$ cat config.mk
export PLATFORM = sky130hd
export DESIGN_NAME = rotary_quad_decoder_flat
export DESIGN_NICKNAME = d
export VERILOG_FILES = /design/src/rtl/rotary_quad_decoder_if.sv /design/src/rtl/rotary_quad_decoder.sv /design/src/flat_wrapper.sv
export SDC_FILE = /design/constraint.sdc
export NUM_CORES = 1
export LEC_CHECK = 0
export BUFFER_PORTS_ARGS = -buffer_cell sky130_fd_sc_hd__buf_2
export CAP_MARGIN = 25
export CORE_UTILIZATION = 61
export CTS_CLUSTER_DIAMETER = 40
export CTS_CLUSTER_SIZE = 8
export DETAILED_ROUTE_END_ITERATION = 8
export PLACE_DENSITY_LB_ADDON = 0.15
export SLEW_MARGIN = 20
export SYNTH_ARGS = -nofsm -noshare
export SYNTH_HDL_FRONTEND = slang
export SYNTH_SLANG_ARGS = --single-unit
$ cat constraint.sdc
create_clock -name clock -period 1.8 [get_ports clock]
set_input_delay 0.09 -clock clock [delete_from_list [all_inputs] [get_ports clock]]
set_output_delay 0.09 -clock clock [all_outputs]
set_load 0.01 [all_outputs]
$ cat src/rtl/rotary_quad_decoder_if.sv
// Encoder-side bundle: raw quadrature pins in, detent/glitch pulses out.
interface rotary_quad_decoder_if;
    logic [1:0] rotary;
    logic       rotary_left;
    logic       rotary_right;
    logic       rotary_glitch;

    modport master (output rotary, input rotary_left, rotary_right, rotary_glitch);
    modport slave  (input rotary, output rotary_left, rotary_right, rotary_glitch);
endinterface

$ cat src/rtl/rotary_quad_decoder.sv
// Rotary encoder front end: 2-flop sync + per-bit debounce, then a gray-code FSM
// that emits one registered pulse per completed detent step.
module rotary_debounce_bit #(
    parameter int DEBOUNCE_CYCLES = 50000,
    parameter int CNT_WIDTH       = 16
) (
    input  logic clock,
    input  logic reset,
    input  logic i_pin,
    output logic o_filt
);
    localparam logic [CNT_WIDTH-1:0] LAST = CNT_WIDTH'(DEBOUNCE_CYCLES - 1);

    logic [1:0]           r_sync;
    logic                 r_filt;
    logic [CNT_WIDTH-1:0] r_cnt;

    // Counter only advances while the synced pin disagrees with the filtered value,
    // so any bounce back restarts the qualification window.
    always_ff @(posedge clock or negedge reset) begin
        if (!reset) begin
            r_sync <= 2'b11;
            r_filt <= 1'b1;
            r_cnt  <= '0;
        end else begin
            r_sync <= {r_sync[0], i_pin};
            if (r_sync[1] != r_filt) begin
                if (r_cnt == LAST) begin
                    r_filt <= r_sync[1];
                    r_cnt  <= '0;
                end else begin
                    r_cnt <= r_cnt + CNT_WIDTH'(1);
                end
            end else begin
                r_cnt <= '0;
            end
        end
    end

    assign o_filt = r_filt;
endmodule

module rotary_quad_decoder #(
    parameter int DEBOUNCE_CYCLES = 50000,
    parameter int CNT_WIDTH       = 16
) (
    input  logic                  clock,
    input  logic                  reset,
    rotary_quad_decoder_if.slave  bus
);
    typedef enum logic [2:0] {
        DETENT, R1, R2, R3, L1, L2, L3, RESYNC
    } state_t;

    logic [1:0] w_q;
    state_t     r_state, w_next;
    logic       w_left, w_right, w_glitch;
    logic       r_left, r_right, r_glitch;

    for (genvar b = 0; b < 2; b++) begin : g_bit
        rotary_debounce_bit #(
            .DEBOUNCE_CYCLES (DEBOUNCE_CYCLES),
            .CNT_WIDTH       (CNT_WIDTH)
        ) u_db (
            .clock  (clock),
            .reset  (reset),
            .i_pin  (bus.rotary[b]),
            .o_filt (w_q[b])
        );
    end

    always_ff @(posedge clock or negedge reset) begin
        if (!reset) begin
            r_state  <= DETENT;
            r_left   <= 1'b0;
            r_right  <= 1'b0;
            r_glitch <= 1'b0;
        end else begin
            r_state  <= w_next;
            r_left   <= w_left;
            r_right  <= w_right;
            r_glitch <= w_glitch;
        end
    end

    // w_q = {B, A}; CW walks 11->10->00->01->11, CCW the reverse.
    always_comb begin
        w_next  = r_state;
        w_left  = 1'b0;
        w_right = 1'b0;
        unique case (r_state)
            DETENT: case (w_q)
                2'b10: w_next = R1;
                2'b01: w_next = L1;
                2'b00: w_next = RESYNC;
                default: ;
            endcase
            R1: case (w_q)
                2'b00: w_next = R2;
                2'b11: w_next = DETENT;
                2'b01: w_next = RESYNC;
                default: ;
            endcase
            R2: case (w_q)
                2'b01: w_next = R3;
                2'b10: w_next = R1;
                2'b11: w_next = RESYNC;
                default: ;
            endcase
            R3: case (w_q)
                2'b11: begin w_next = DETENT; w_right = 1'b1; end
                2'b00: w_next = R2;
                2'b10: w_next = RESYNC;
                default: ;
            endcase
            L1: case (w_q)
                2'b00: w_next = L2;
                2'b11: w_next = DETENT;
                2'b10: w_next = RESYNC;
                default: ;
            endcase
            L2: case (w_q)
                2'b10: w_next = L3;
                2'b01: w_next = L1;
                2'b11: w_next = RESYNC;
                default: ;
            endcase
            L3: case (w_q)
                2'b11: begin w_next = DETENT; w_left = 1'b1; end
                2'b00: w_next = L2;
                2'b01: w_next = RESYNC;
                default: ;
            endcase
            RESYNC: if (w_q == 2'b11) w_next = DETENT;
            default: w_next = DETENT;
        endcase
        w_glitch = (w_next == RESYNC) && (r_state != RESYNC);
    end

    assign bus.rotary_left   = r_left;
    assign bus.rotary_right  = r_right;
    assign bus.rotary_glitch = r_glitch;
endmodule
$ cat src/flat_wrapper.sv
// flat-port wrapper written by rule: the top's interface ports become plain ports
module rotary_quad_decoder_flat 
#(
    parameter int DEBOUNCE_CYCLES = 50000,
    parameter int CNT_WIDTH       = 16
)
  (clock, reset, bus_rotary, bus_rotary_left, bus_rotary_right, bus_rotary_glitch);
  rotary_quad_decoder_if bus_i ();
  input  logic clock;
  input  logic reset;
  input wire logic [$bits(bus_i.rotary)-1:0] bus_rotary;
  output wire logic [$bits(bus_i.rotary_left)-1:0] bus_rotary_left;
  output wire logic [$bits(bus_i.rotary_right)-1:0] bus_rotary_right;
  output wire logic [$bits(bus_i.rotary_glitch)-1:0] bus_rotary_glitch;
  assign bus_i.rotary = bus_rotary;
  assign bus_rotary_left = bus_i.rotary_left;
  assign bus_rotary_right = bus_i.rotary_right;
  assign bus_rotary_glitch = bus_i.rotary_glitch;
  rotary_quad_decoder #(.DEBOUNCE_CYCLES(DEBOUNCE_CYCLES), .CNT_WIDTH(CNT_WIDTH)) u_core (.clock(clock), .reset(reset), .bus(bus_i));
endmodule
==> metrics.txt <==
Detailed Routing Iterations Pass 1=5; Worst Tran Pin Value=0.518 ns; synth top area cells=dfrtp_1, xnor2_1, dfstp_2, nor2_1, nand4_1; worst hold path class=input port to async pin; Reg power frac=65.8%; reg-to-reg setup timing slack=0.07 ns; Crit. End Element=flip-flop; Critical Path RT=2.09 ns; Clk network pwr share=30.0%; Clk pin slew, worst setup/hold paths=0.13 ns; Yosys top cell by area=dfrtp_1; Num Clock Sinks=44; grt total ovfl=0; Leak Pwr=0.937 nW; clk_lat worst skew=0.36 ns; Core Region=3360 sq um; ANT nets after route=0; RSZ-0062 raised after global routing=false; Clock Skew=0.0164 ns; CTS Buffer Depth=2; Max Used Layer=met4; normalized max-slew margin=65.4%; initial drt markers=128; dpl cell area=2240 sq um; max-slew violation count=0; die outline height=61.3 um; met3 WL post-DR=105 um; PwrDens=667 nW/um^2; VDD IR max=0.000503 V; initial antenna violation count=0; I/O pin total=7; number of core rows=21; Period Utilization, post-route=95.9%; Worst Setup Start Kind=flip-flop; Yosys top cell area share=44.3%; Mean Syn Cell Area=9.80 sq um; via count=1,601; fin nets=237; area delta synth->final=8.51%; proportion of synthesized area in mux cells=1.05%; Final Cell Area=2330 sq um; Synth Area in XOR/XNOR=12.2%; Maximum Capacitance Violations=0; fraction of layout cells with a size suffix above 1=10.8%; post-synthesis simple-gate area fraction=26.1%; combinational fraction of design power=4.2%; count of input and output buffers=6; CTS tree=done; ant diodes=0; met1 wire length=1.87 mm; met2 WL=1.86 mm; adder-cell share of the synthesized area=1.17%; R2R depth=4; number of synthesized register bits=44; Critical Setup Path Class=flip-flop to flip-flop; WL final=3.90 mm; Final min period=1.73 ns; die footprint=3760 sq um; Fmax achieved=579 MHz; worst setup margin=0.0740 ns; FFs w/ async S/R, synth=100%; Internal Power=1.18 mW; placed cell count=267; vias in the first global route=1,418; origin of the critical flop-to-flop path=u_core.g_bit[1].u_db.r_cnt[5]$_DFF_PN0_; ys flop type=dfrtp_1; Post-Syn Area=2150 sq um; Synth cell types=34; Hold Slack=0.215 ns; global-route wire length before repair=6.33 mm; largest net degree at the start of global routing=25; Setup TNS=0 ns; vias per cell=5.76; Post-Synthesis Cells=219; top post-synthesis cells by count=nor2_1, dfrtp_1, xnor2_1, nand2_1; Die W=61.3 um; RD Place Congestion=0.881; count of final setup violators=0; Compound-Gate Fraction of Synth Area=4.96%; Non-Filler Instances=278; dpl ws=0.0657 ns; hpwl dp=2.74 mm; total CTS buffers=5; Yosys Warn Count=0; net count after synthesis=225; CTS root buf=clkbuf_4; # DRC=0; largest family of logic cells by synthesized area=simple AND/OR/NAND/NOR gates; status=finished clean; Final Hold Fails=0; sequential share of the synthesized area=51.7%; CP max FO=6; CTS HTree Levels=2; routed len/inst=14.0 um; EDFF count, synth=0; Setup Buffers After CTS=0; Sw Ratio=23.9%; reg2reg end=u_core.g_bit[1].u_db.r_cnt[15]$_DFF_PN0_; crit path DAT=2.01 ns; Initial Util=63.8%; Psw=0.371 mW; overall routing resource usage=23.5%; most numerous cell in the Yosys netlist=nor2_1
-- flip-flops by register name, summed over array words and instances, names as in the netlist --
register                  flops
u_core.bus.rotary_glitch      1
u_core.g_bit.u_db.o_filt      2
u_core.g_bit.u_db.r_cnt      32
u_core.r_state                3
u_core.bus.rotary_right       1
u_core.bus.rotary_left        1
u_core.g_bit.u_db.r_sync      4
-- critical path: stages, from the launching register on --
cell     delay, ns
dfrtp_1       0.47
nand3_2       0.14
or3_1         0.42
or4_1         0.48
a21oi_1       0.16
-- power by group through the flow --
stage / Combinational [mW] / Clock (mW) / Sequential, mW
finish: 0.0648 / 0.467 / 1.02
global route: 0.0745 / 0.524 / 1.03
CTS: 0.0664 / 0.482 / 1.02
detailed placement: 0.0611 / 0 / 1.04
global placement: 0.0579 / 0 / 1.04
floorplan: 0.0248 / 0 / 1.04
-- what timing repair did --
| item | 4_1_cts | 5_1_grt |
|---|---|---|
| hold buffers | 3 | 0 |
| resized for setup | 0 | 1 |
| setup endpoints to repair | 0 | 15 |
| hold endpoints to repair | 22 | 0 |
-- logic make-up (layout without fill, tap and decap cells) --
kind of cell | Yosys count | count (layout)
XOR/XNOR | 30 | 30
multiplexers | 2 | 2
flip-flops | 44 | 44
AO/OA/AOI/OAI | 16 | 16
AND/OR/NAND/NOR | 109 | 109
adder cells (fa/ha/maj) | 2 | 2
buffers and inverters | 16 | 29
-- cells in the final DEF (no fill, tap or decap), types with 4 or more instances in the layout --
cell type	count
a21oi_1	4
and3_1	4
buf_2	6
clkbuf_4	5
dfrtp_1	38
dfstp_2	6
inv_1	9
nand2_1	12
nand3_1	10
nand4_1	11
nor2_1	39
nor3_1	11
nor4_1	8
xnor2_1	24
xor2_1	6
-- worst max-delay path by stage --
stage | cells past startpoint | startpoint | slack, ns | endpoint
floorplan | 4 | u_core.g_bit[1].u_db.r_cnt[5]$_DFF_PN0_ | 0.22 | u_core.g_bit[1].u_db.r_cnt[15]$_DFF_PN0_
global placement | 5 | u_core.g_bit[1].u_db.r_cnt[0]$_DFF_PN0_ | 0.16 | u_core.g_bit[1].u_db.r_cnt[2]$_DFF_PN0_
detailed placement | 5 | u_core.g_bit[1].u_db.r_cnt[0]$_DFF_PN0_ | 0.07 | u_core.g_bit[1].u_db.r_cnt[12]$_DFF_PN0_
CTS | 5 | u_core.g_bit[1].u_db.r_cnt[0]$_DFF_PN0_ | 0.03 | u_core.g_bit[1].u_db.r_cnt[9]$_DFF_PN0_
global route | 4 | u_core.g_bit[1].u_db.r_cnt[5]$_DFF_PN0_ | 0.009 | u_core.g_bit[1].u_db.r_cnt[15]$_DFF_PN0_
finish | 4 | u_core.g_bit[1].u_db.r_cnt[5]$_DFF_PN0_ | 0.07 | u_core.g_bit[1].u_db.r_cnt[15]$_DFF_PN0_
-- layout make-up --
cell class	count	area, sq um
flip-flops and latches	44	1110
repair buffers	12	95.1
clock inverters	2	12.5
well taps	46	57.6
inverters	9	33.8
fillers	291	1030
clock buffers	6	41.3
multi-input cells	159	980
-- metrics by stage --
stage / total power, mW / utilization, %
final: 1.55 / 69.2
after global routing: 1.62 / 69.2
after CTS: 1.57 / 69.2
after detailed placement: 1.10 / 66.7
after global placement: 1.10 / 66.7
after floorplan: 1.06 / -
-- per-layer routing --
metal	global-route usage [%]	vias up
met5	0	-
met4	8.77	0
li1	-	795
met2	37.9	26
met3	5.25	6
met1	31.2	774
No activity file was read; power rests on OpenSTA's default activity.
